--- src/rtl/riscv_lsu_pkg.sv ---
// rtl/riscv_lsu_pkg.sv - shared load/store size encodings and LSU state type
package riscv_lsu_pkg;

    localparam logic [2:0] LDST_B  = 3'd0;
    localparam logic [2:0] LDST_H  = 3'd1;
    localparam logic [2:0] LDST_W  = 3'd2;
    localparam logic [2:0] LDST_BU = 3'd4;
    localparam logic [2:0] LDST_HU = 3'd5;

    typedef enum logic [1:0] {
        LSU_STATE_IDLE = 2'd0,
        LSU_STATE_BUSY = 2'd1,
        LSU_STATE_DONE = 2'd2
    } lsu_state_e;

endpackage

--- src/rtl/lsu_data_align.sv ---
// rtl/lsu_data_align.sv - byte enables, store lane replication and load extension
module lsu_data_align
    import riscv_lsu_pkg::*;
(
    input  logic [2:0]  size_i,
    input  logic [1:0]  off_i,
    input  logic [31:0] wd_i,
    input  logic [31:0] rword_i,
    output logic [3:0]  be_o,
    output logic [31:0] wdata_o,
    output logic [31:0] rdata_o,
    output logic        err_o
);

    logic [7:0]  byte_sel;
    logic [15:0] half_sel;

    always_comb begin
        byte_sel = rword_i[7:0];
        case (off_i)
            2'd0:    byte_sel = rword_i[7:0];
            2'd1:    byte_sel = rword_i[15:8];
            2'd2:    byte_sel = rword_i[23:16];
            default: byte_sel = rword_i[31:24];
        endcase
        half_sel = off_i[1] ? rword_i[31:16] : rword_i[15:0];
    end

    always_comb begin
        be_o    = 4'b0000;
        wdata_o = wd_i;
        rdata_o = 32'd0;
        err_o   = 1'b0;
        case (size_i)
            LDST_B: begin
                be_o    = 4'b0001 << off_i;
                wdata_o = {4{wd_i[7:0]}};
                rdata_o = {{24{byte_sel[7]}}, byte_sel};
            end
            LDST_BU: begin
                be_o    = 4'b0001 << off_i;
                wdata_o = {4{wd_i[7:0]}};
                rdata_o = {24'd0, byte_sel};
            end
            LDST_H: begin
                be_o    = off_i[1] ? 4'b1100 : 4'b0011;
                wdata_o = {2{wd_i[15:0]}};
                rdata_o = {{16{half_sel[15]}}, half_sel};
                err_o   = off_i[0];
            end
            LDST_HU: begin
                be_o    = off_i[1] ? 4'b1100 : 4'b0011;
                wdata_o = {2{wd_i[15:0]}};
                rdata_o = {16'd0, half_sel};
                err_o   = off_i[0];
            end
            LDST_W: begin
                be_o    = 4'b1111;
                rdata_o = rword_i;
                err_o   = (off_i != 2'd0);
            end
            default: err_o = 1'b1;
        endcase
    end

endmodule

--- src/rtl/riscv_lsu.sv ---
// rtl/riscv_lsu.sv - single-outstanding load/store unit with ready handshake and timeout
module riscv_lsu
    import riscv_lsu_pkg::*;
#(
    parameter int TIMEOUT_CYCLES = 16
) (
    input  logic        clk_i,
    input  logic        arstn_i,
    input  logic        core_req_i,
    input  logic        core_we_i,
    input  logic [2:0]  core_size_i,
    input  logic [31:0] core_addr_i,
    input  logic [31:0] core_wd_i,
    output logic [31:0] core_rd_o,
    output logic        core_stall_req_o,
    output logic        lsu_err_o,
    output logic        mem_req_o,
    output logic        mem_we_o,
    output logic [3:0]  mem_be_o,
    output logic [31:0] mem_addr_o,
    output logic [31:0] mem_wd_o,
    input  logic [31:0] mem_rd_i,
    input  logic        mem_ready_i
);

    localparam int CNT_W = (TIMEOUT_CYCLES > 1) ? $clog2(TIMEOUT_CYCLES) : 1;
    localparam logic [CNT_W-1:0] CNT_LAST = CNT_W'(TIMEOUT_CYCLES - 1);

    lsu_state_e       state_q, state_d;
    logic [CNT_W-1:0] cnt_q, cnt_d;
    logic             we_q, we_d;
    logic [2:0]       size_q, size_d;
    logic [1:0]       off_q, off_d;
    logic             mem_req_q, mem_req_d;
    logic             mem_we_q, mem_we_d;
    logic [3:0]       mem_be_q, mem_be_d;
    logic [31:0]      mem_addr_q, mem_addr_d;
    logic [31:0]      mem_wd_q, mem_wd_d;
    logic [31:0]      core_rd_q, core_rd_d;
    logic             err_q, err_d;

    logic [2:0]  al_size;
    logic [1:0]  al_off;
    logic [3:0]  al_be;
    logic [31:0] al_wdata;
    logic [31:0] al_rdata;
    logic        al_err;

    // In IDLE the aligner sees the live request; afterwards it works from the latched copy.
    assign al_size = (state_q == LSU_STATE_IDLE) ? core_size_i      : size_q;
    assign al_off  = (state_q == LSU_STATE_IDLE) ? core_addr_i[1:0] : off_q;

    lsu_data_align u_align (
        .size_i  (al_size),
        .off_i   (al_off),
        .wd_i    (core_wd_i),
        .rword_i (mem_rd_i),
        .be_o    (al_be),
        .wdata_o (al_wdata),
        .rdata_o (al_rdata),
        .err_o   (al_err)
    );

    always_comb begin
        state_d    = state_q;
        cnt_d      = cnt_q;
        we_d       = we_q;
        size_d     = size_q;
        off_d      = off_q;
        mem_req_d  = mem_req_q;
        mem_we_d   = mem_we_q;
        mem_be_d   = mem_be_q;
        mem_addr_d = mem_addr_q;
        mem_wd_d   = mem_wd_q;
        core_rd_d  = 32'd0;
        err_d      = 1'b0;
        unique case (state_q)
            LSU_STATE_IDLE: begin
                if (core_req_i) begin
                    we_d   = core_we_i;
                    size_d = core_size_i;
                    off_d  = core_addr_i[1:0];
                    cnt_d  = '0;
                    if (al_err) begin
                        state_d = LSU_STATE_DONE;
                        err_d   = 1'b1;
                    end else begin
                        state_d    = LSU_STATE_BUSY;
                        mem_req_d  = 1'b1;
                        mem_we_d   = core_we_i;
                        mem_be_d   = al_be;
                        mem_addr_d = {core_addr_i[31:2], 2'b00};
                        mem_wd_d   = al_wdata;
                    end
                end
            end
            LSU_STATE_BUSY: begin
                // Ready is tested first so a response on the final cycle still counts.
                if (mem_ready_i) begin
                    state_d   = LSU_STATE_DONE;
                    mem_req_d = 1'b0;
                    mem_we_d  = 1'b0;
                    cnt_d     = '0;
                    core_rd_d = we_q ? 32'd0 : al_rdata;
                end else if (cnt_q == CNT_LAST) begin
                    state_d   = LSU_STATE_DONE;
                    mem_req_d = 1'b0;
                    mem_we_d  = 1'b0;
                    cnt_d     = '0;
                    err_d     = 1'b1;
                end else begin
                    cnt_d = cnt_q + CNT_W'(1);
                end
            end
            LSU_STATE_DONE: state_d = LSU_STATE_IDLE;
            default:        state_d = LSU_STATE_IDLE;
        endcase
    end

    always_ff @(posedge clk_i or negedge arstn_i) begin
        if (!arstn_i) begin
            state_q    <= LSU_STATE_IDLE;
            cnt_q      <= '0;
            we_q       <= 1'b0;
            size_q     <= 3'd0;
            off_q      <= 2'd0;
            mem_req_q  <= 1'b0;
            mem_we_q   <= 1'b0;
            mem_be_q   <= 4'd0;
            mem_addr_q <= 32'd0;
            mem_wd_q   <= 32'd0;
            core_rd_q  <= 32'd0;
            err_q      <= 1'b0;
        end else begin
            state_q    <= state_d;
            cnt_q      <= cnt_d;
            we_q       <= we_d;
            size_q     <= size_d;
            off_q      <= off_d;
            mem_req_q  <= mem_req_d;
            mem_we_q   <= mem_we_d;
            mem_be_q   <= mem_be_d;
            mem_addr_q <= mem_addr_d;
            mem_wd_q   <= mem_wd_d;
            core_rd_q  <= core_rd_d;
            err_q      <= err_d;
        end
    end

    assign core_stall_req_o = core_req_i & (state_q != LSU_STATE_DONE);
    assign core_rd_o        = core_rd_q;
    assign lsu_err_o        = err_q;
    assign mem_req_o        = mem_req_q;
    assign mem_we_o         = mem_we_q;
    assign mem_be_o         = mem_be_q;
    assign mem_addr_o       = mem_addr_q;
    assign mem_wd_o         = mem_wd_q;

endmodule

--- config.mk ---
export PLATFORM = sky130hd
export DESIGN_NAME = riscv_lsu
export DESIGN_NICKNAME = d
export VERILOG_FILES = /design/src/rtl/riscv_lsu_pkg.sv /design/src/rtl/lsu_data_align.sv /design/src/rtl/riscv_lsu.sv
export SDC_FILE = /design/constraint.sdc
export NUM_CORES = 1
export LEC_CHECK = 0
export ABC_AREA = 1
export CAP_MARGIN = 20
export CORE_UTILIZATION = 35
export DETAILED_ROUTE_END_ITERATION = 7
export MAX_ROUTING_LAYER = met4
export PLACE_DENSITY_LB_ADDON = 0.05
export SYNTH_ARGS = -nofsm -noshare
export SYNTH_HDL_FRONTEND = slang
export SYNTH_SLANG_ARGS = --single-unit
--- constraint.sdc ---
create_clock -name clk_i -period 4.04 [get_ports clk_i]
set_clock_uncertainty 0.1 [all_clocks]
set_input_delay 1.212 -clock clk_i [delete_from_list [all_inputs] [get_ports clk_i]]
set_output_delay 1.212 -clock clk_i [all_outputs]
set_load 0.01 [all_outputs]
==> results.txt <==
status = finished clean
Slew headroom = 36.6%
largest net degree at the start of global routing = 75
endpoints failing setup = 0
height of the die = 131 µm
CTS-repair resized insts = 0
vias per std cell = 4.73
Yosys cell types = 33
post-layout instance area = 8550 µm²
maxcap violations = 0
number of flops mapped to enable cells by yosys = 0
first-pass GRT wire length = 28.9 mm
post-synthesis cell count = 700
worst hold endpoint = mem_wd_o[7]
worst hold path type = flop to flop
total negative setup slack = 0 ns
Die X = 131 µm
Ys Warns = 0
Clock transition at path regs = 0.05 ns
flop2flop setup slack = 1.34 ns
R2R Path End = mem_addr_o[9]
final period utilization = 92.7%
initial detailed-routing violation count = 286
Hold Buf Count CTS = 0
Arrival @ worst endpoint = 2.43 ns
CTS Root Cell = clkbuf_16
Layout fillers = 1541
Peak Freq = 0.267 GHz
ANT cells = 0
H-tree depth = 4
Critical Path RT = 2.73 ns
layout cell share with drive strength beyond 1 = 13.8%
#FFs+latches synth = 113
global placer's final weighted congestion = 0.856
worst hold start = mem_wd_o[7]
Max clock buf depth = 2
Pre-Repair DR Iteration Count = 5
Synth Area per Inst = 8.38 µm²
DP Wirelength = 12.6 mm
most frequent cells in the layout = nand2_1, clkdlybuf4s50_1, dfrtp_1, nand3_1, nor2_1
post-CTS setup buffers = 0
DRC errors left = 0
Port Buffers = 205
WL per Instance = 15.9 µm
CTS tree = yes
row count = 46
core area = 16100 µm²
Synth Flop Type = dfrtp_1
Congestion Overflow GR = 0
clk_lat worst skew = 0.41 ns
mapped cell area = 5870 µm²
area of the multi-input gates = 2570 µm²
final WL = 17.9 mm
final hold vios = 0
worst-path fanout max = 2
Clock Sinks = 113
ys async rst share = 100%
P&R area growth vs syn = 45.7%
Reg area = 2830 µm²
DIE AREA = 17300 µm²
reg2reg start = state_q[0]
initial antenna violation count = 0
Final min period = 3.74 ns
Ports = 208
GRT Total Usage = 22.0%
Reg2Reg Depth = 10
register area share after synthesis = 48.2%
Final ANT Viol Nets = 0
vias in the first global route = 5169
max-slew violation count = 0
vias = 5309
leakage = 3.98 nW
Least-Margin Pin Slew = 0.951 ns
RSZ-0062 raised after global routing = no
CTS Buf Count = 17
commonest non-fill, non-tap cell in the layout = nand2_1
PD cells = 750 nW/µm²
worst vdd ir = 0.419 mV
Hold Crit Depth = 2
CP Launch Type = input port
placed cell areas = 7970 µm²
Initial Util = 36.4%
WS Path Type = input port to output pin
fin nets = 999
Worst Setup End Kind = output pin
==> through the flow <==
stage	std cells	utilization [%]	worst slack [ns]	hold slack [ns]	power, mW
floorplan	701	-	1.22	0.350	3.90
global placement	1091	49.5	0.291	0.352	4.95
detailed placement	1091	49.5	0.301	0.358	5.00
CTS	1123	53.1	0.282	0.372	6.48
global route	1123	53.1	0.245	0.383	6.89
finish	1123	53.1	0.296	0.366	6.42
==> flip-flops by register name, indices dropped and copies added, names as in the netlist <==
register / cells
mem_be_o: 4
mem_we_o: 1
mem_addr_o: 30
mem_wd_o: 32
state_q: 2
we_q: 1
cnt_q: 4
size_q: 3
mem_req_o: 1
lsu_err_o: 1
off_q: 2
core_rd_o: 32
==> logic make-up (layout without fill, tap and decap cells) <==
group           after synthesis  count (layout)  share of synthesized area (%)
flops                       113             113                           48.2
buf+inv                      81             287                           8.23
fa+ha+maj                     1               1                          0.213
other cells                   1               2                         0.0639
compound gates              112             112                           12.0
simple gates                390             390                           31.1
xor+xnor                      2               2                          0.298
==> cell usage after synthesis (all sizes together) (2+ instances only) <==
master  count  area share [%]
o21ai      48             4.3
inv        38             2.4
a21oi      61             7.1
nand3      73             8.5
nand2     258              18
dfrtp     113              48
clkbuf      2            0.13
nor3        8            0.68
buf        41             5.7
nor2       50             3.9
==> routing by layer <==
metal	global-route usage, %	up-vias	routed length (µm)
li1	-	2643	-
met1	28.8	2470	8390
met2	33.7	177	8310
met3	4.40	19	896
met5	-	-	0
met4	7.36	0	286
==> power breakdown <==
group / switching [mW] / total (mW) / internal, mW
Combinational: 1.96 / 3.25 / 1.28
Clock: 0.558 / 1.44 / 0.886
Sequential: 0.211 / 1.73 / 1.52
Total: 2.73 / 6.42 / 3.69
==> critical path, stage by stage <==
cell and delay [ns]:
clkdlybuf4s50_1 0.47, a21boi_0 0.19, clkdlybuf4s50_1 0.56
==> worst max path at each step <==
stage                from                to  slack, ns
2_1_floorplan  core_req_i  core_stall_req_o       1.22
4_1_cts        core_req_i  core_stall_req_o       0.28
5_1_grt        core_req_i  core_stall_req_o       0.24
3_3_place_gp   core_req_i  core_stall_req_o       0.29
3_5_place_dp   core_req_i  core_stall_req_o       0.30
6_report       core_req_i  core_stall_req_o       0.30
==> final cells by class <==
cell class / count / area share (%)
Clock buffer: 19 / 5.29
Clock inverter: 13 / 1.51
Inverter: 38 / 1.67
Multi-Input combinational cell: 507 / 30.0
Sequential cell: 113 / 33.1
Tap cell: 216 / 3.16
Timing Repair Buffer: 217 / 25.3
No activity file was read; power rests on OpenSTA's default activity.
